`src/rtl/chk_exp_ram.sv`:
```
// Expected-value table: DEPTH x DW, one synchronous write port and one
// asynchronous read port so the checker can compare in the same cycle a
// store is observed.
//   clk   : write clock
//   we    : write strobe
//   waddr : write index
//   wdata : write data
//   raddr : read index
//   rdata : combinational read data
module chk_exp_ram #(
   parameter int DW    = 32,
   parameter int DEPTH = 64,
   parameter int IW    = $clog2(DEPTH)
) (
   input  logic          clk,
   input  logic          we,
   input  logic [IW-1:0] waddr,
   input  logic [DW-1:0] wdata,
   input  logic [IW-1:0] raddr,
   output logic [DW-1:0] rdata
);

   logic [DW-1:0] mem [DEPTH];

   // NOTE: storage arrays carry no reset; their contents are undefined until
   // written, and a reset branch would turn the array into thousands of flops.
   always_ff @(posedge clk) begin
      if (we) mem[waddr] <= wdata;
   end

   assign rdata = mem[raddr];

endmodule

```
`config.mk`:
```
export PLATFORM = sky130hd
export DESIGN_NAME = chk_exp_ram
export DESIGN_NICKNAME = d
export VERILOG_FILES = /design/src/rtl/chk_exp_ram.sv
export SDC_FILE = /design/constraint.sdc
export NUM_CORES = 2
export LEC_CHECK = 0
export BUFFER_PORTS_ARGS = -buffer_cell sky130_fd_sc_hd__buf_2
export CAP_MARGIN = 15
export CELL_PAD_IN_SITES_DETAIL_PLACEMENT = 0
export CELL_PAD_IN_SITES_GLOBAL_PLACEMENT = 1
export CORE_MARGIN = 2
export CORE_UTILIZATION = 53
export DETAILED_ROUTE_END_ITERATION = 10
export PLACE_DENSITY_LB_ADDON = 0.1
export SLEW_MARGIN = 20
export SYNTH_ARGS = -nofsm -noshare
export SYNTH_HDL_FRONTEND = slang
export SYNTH_SLANG_ARGS = --single-unit
```
`constraint.sdc`:
```
create_clock -name clk -period 5.6 [get_ports clk]
set_clock_uncertainty 0.1 [all_clocks]
set_input_delay 0.56 -clock clk [delete_from_list [all_inputs] [get_ports clk]]
set_output_delay 0.56 -clock clk [all_outputs]
set_load 0.005 [all_outputs]
```
# Word-level counts from Yosys, hierarchy flattened
# Memory sizes are Yosys's and may differ from the RTL's.
# Cells that the tools add are included.
# word_totals
register_bits	0
mem_bits_rw	2048
input_bits	46
out_inout_bits	32
mem_count	1
# classes
n_mux	2
# mem_list
name	words	word_bits	read_ports	rd_clocked_by_memory_dff	write_ports	line_no	source
mem	64	32	1	0	1	23	logic [DW-1:0] mem [DEPTH];
# ops
cell	count
$mux W1	2

# Longest topological paths before layout
# logic_depth
depth_word	2
ltp_mapped	10
ltp_nobuf	5

# Worst setup path before layout
# No wires, ideal clock.
# synth_timing
path_kind	input to register
from	in waddr[3]
to	mem mem[48][0], enable pin
setup_ns	0.461
arrival_time_ns	3.259
t_required_ns	5.039
path_slack_ns	1.780
stages	4
n_path_buf	1
cell_sequence	clkbuf_1 > nor2b_1 > nand4b_1 > nor3_1
# synth_lines
element	line_no	source
from (decl)	17	input logic [IW-1:0] waddr,
to (decl)	23	
# Straight into the memory's write port.

# Worst setup path after layout
# layout_timing
from	in raddr[0]
to	out rdata[16]
# layout_between
elab_chain_cells	1
# layout_rtl
element	line_no	source
from (decl)	19	input logic [IW-1:0] raddr,
$mem_v2 Z64 W32	-	
to (decl)	20	output logic [DW-1:0] rdata
# No other way between the ends.

==> impl_results.md <==
- FFs w/ async S/R, synth: 0
- Hold depth: 1
- Detailed Routing Iterations Pass 1: 7
- First-pass GRT wire length: 282,000 µm
- ANT nets after route: 0
- Peak supply drop: 0.286 mV
- Via density: 6.56
- Slew HR: 0.258
- Comb pwr share: 0.049
- Delay-heaviest family, CP: buffers and inverters
- Critical path type: primary input to primary output
- Synth top cells by count: edfxtp_1 (2,048), mux4_2 (544), nor2_1 (137), mux2i_1 (93), o22ai_1 (84)
- Slowest-stage cell, CP: mux4_2
- Via count: 36,800
- Pint: around 25 mW
- Synth top area share: 0.790
- Design Area, Final: between 80,000 and 90,000 µm²
- CP bufs+invs: 4
- Min-Delay Path Class: primary input to flip-flop
- Most used DFF post-synth: edfxtp_1
- CTS tree: yes
- CTS H-tree lvls: 4
- Port buffer count: 77
- Max_cap viols: 0
- Area Overhead vs Synth: 13.1%
- Worst-path cell chain: buf_8 -> buf_12 -> buf_4 -> mux4_2 -> mux2i_1 -> a21oi_1 -> a21oi_1 -> nor2_1 -> buf_2
- HPWL after DPL: between 100,000 and 150,000 µm
- Final Util: 0.604
- Cell Area, Placed: 81,600 µm²
- PwrDens: 360 nW/µm²
- Detailed Route WL: 201,000 µm
- Largest Register: mem
- Post-route DRC: 0
- Final Hold Fails: 0
- Final period utilization: 0.755
- Main combinational cell family by area after synthesis: multiplexers
- Clock transition at path regs: about 0.060 ns
- CP dominant cell by count: a21oi_1
- Top-count cell post-synth: edfxtp_1
- Number of global-route vias before repair: 37,100
- CTS Sinks: a little over 2,000
- Largest net degree at the start of global routing: 89
- F_max: 236 MHz
- Final Max Tran Viols: 0
- Die width: 387 µm
- Worst EP arrival: 3.57 ns
- Min-delay src: wdata[24]
- Largest stage delay, worst path: 0.59 ns
- Worst hold endpoint: mem[16][24]$_DFFE_PP_
- Total Routing Usage GR: 0.271
- Setup TNS: 0 ns
- Routability congestion estimate: 0.804
- Sw frac: 0.207
- Root buffer cell: clkbuf_16
- Ports: 78
- Status: finished, final reports clean
- Worst Setup End Kind: primary output
- Req. time, crit path: 4.94 ns
- Avg Cell Area, Syn: 23.7 µm²
- Min Tclk post-route: 4.23 ns
- Starting Density: 0.534
- FF+latch count, synth: 2,048
- CTS Hold Bufs: 0
- GRT overflow: 0
- Core footprint: roughly 150,000 µm²
- Synthesized net count: 3,338
- Synth Area in Simple Gates: 0.0128
- Post-Synthesis Cells: 3,292
- CTS Buf Count: slightly below 200
- Mux cell area share after synthesis: 0.169
- Compound-Gate Fraction of Synth Area: 0.0169
- Iteration-0 DRC Markers: 4,274
- Die Area: 150,000 µm²
- CTS max path bufs: 3
- Warnings, synthesis: 0
- Wire per inst: between 30 and 40 µm
- Post-CTS setup buffer count: 0
- Mapped cell area: 77,900 µm²
- CP max FO: 39
- Max FFs per register: 2,048
- Standard-cell rows: 140
- Clk pwr share: 0.415
- Endpoints failing setup: 0
- Nets: 3,578
- Layout cell share with drive strength beyond 1: 0.303
- Die height: 387 µm
- Top cells by area, synth: edfxtp_1 (79%), mux4_2 (16%), mux2i_1 (1.2%)
- Post-synth EDFFs: 2,048
- Sequential fraction of design power: 0.536
- Sequential-to-total area share from yosys stat: 0.790
- Switching power total: roughly 6.6 mW
- Worst Max-Slew Pin Slew: approximately 1.1 ns
- Post-synthesis cell type count: 33
- Largest regs: mem x2048
- Initial antenna violation count: 17
- Synth area leader: edfxtp_1
- Startpoint types: primary input
- Post-synthesis adder-cell area fraction: 0
- Leak: roughly 27 nW
- Resize count post-CTS: 0
- Xor/xnor share of the synthesized area: 0
- RSZ-0062 raised after global routing: no
[cells by family (layout without fill, tap and decap cells)]
logic type,count (synthesis),in the layout
AOI/OAI and AO/OA,202,202
buffers and inverters,182,584
DFF,2048,2048
muxes,637,637
other,0,2
and+or+nand+nor,223,223
[per-stage QoR]
stage | instances | setup WS [ns] | hold WS (ns) | total power [mW]
6_report | 5613 | 1.37 | 0.0544 | 31.7
5_1_grt | 5611 | 1.27 | 0.0316 | 32.6
4_1_cts | 5608 | 1.32 | 0.293 | 31.9
3_5_place_dp | 5245 | 1.33 | 1.17 | 18.9
3_3_place_gp | 5242 | 1.36 | 1.15 | 18.8
2_1_floorplan | 3292 | 1.78 | 0.559 | 18.2
[cell type report]
class | count | area [µm²]
Sequential cell | 2048 | 61500
Fill cell | 10100 | 57700
Multi-Input combinational cell | 1062 | 16000
Clock buffer | 238 | 5250
Tap cell | 1917 | 2400
Timing Repair Buffer | 221 | 1820
Clock inverter | 125 | 1140
Antenna cell | 2 | 5.00
[power groups by stage]
stage	logic, mW	registers, mW	clock network (mW)
floorplan	0.847	17.3	0
global placement	1.51	17.3	0
detailed placement	1.55	17.3	0
CTS	1.55	17.0	13.4
global route	1.64	17.0	13.9
finish	1.54	17.0	13.2
[metal layers]
metal | global-route usage | up-vias | routed length, µm
li1 | - | 14700 | -
met2 | 0.424 | 1605 | 96400
met5 | 0 | - | 127
met1 | 0.396 | 20200 | 82600
met4 | 0.0714 | 22 | 4930
met3 | 0.0547 | 317 | 16600
[cells in the final DEF (no fill, tap or decap), types with 7 or more instances in the layout]
cell type	count
edfxtp_1	2048
mux4_2	544
clkbuf_16	205
buf_4	154
mux2i_1	93
o22ai_1	84
nor2_1	75
a21oi_1	62
nor2_4	62
buf_2	46
clkinv_2	44
clkinv_1	44
clkbuf_1	33
o221ai_1	27
nand2_1	26
bufinv_16	20
nor2b_1	15
buf_12	14
a22oi_1	12
a311oi_1	8
nand2b_1	7
inv_6	7
[how the worst max path moves through the flow]
stage                                 to      from  slack, ns  cells after the start
floorplan           mem[48][0]$_DFFE_PP_  waddr[3]       1.78                      4
global placement               rdata[11]  raddr[0]       1.36                      7
detailed placement             rdata[11]  raddr[0]       1.33                      7
CTS                            rdata[11]  raddr[0]       1.32                      7
global route                   rdata[19]  raddr[0]       1.27                      9
finish                         rdata[16]  raddr[0]       1.37                      9
Note: power is estimated with default switching activity, not from simulation.
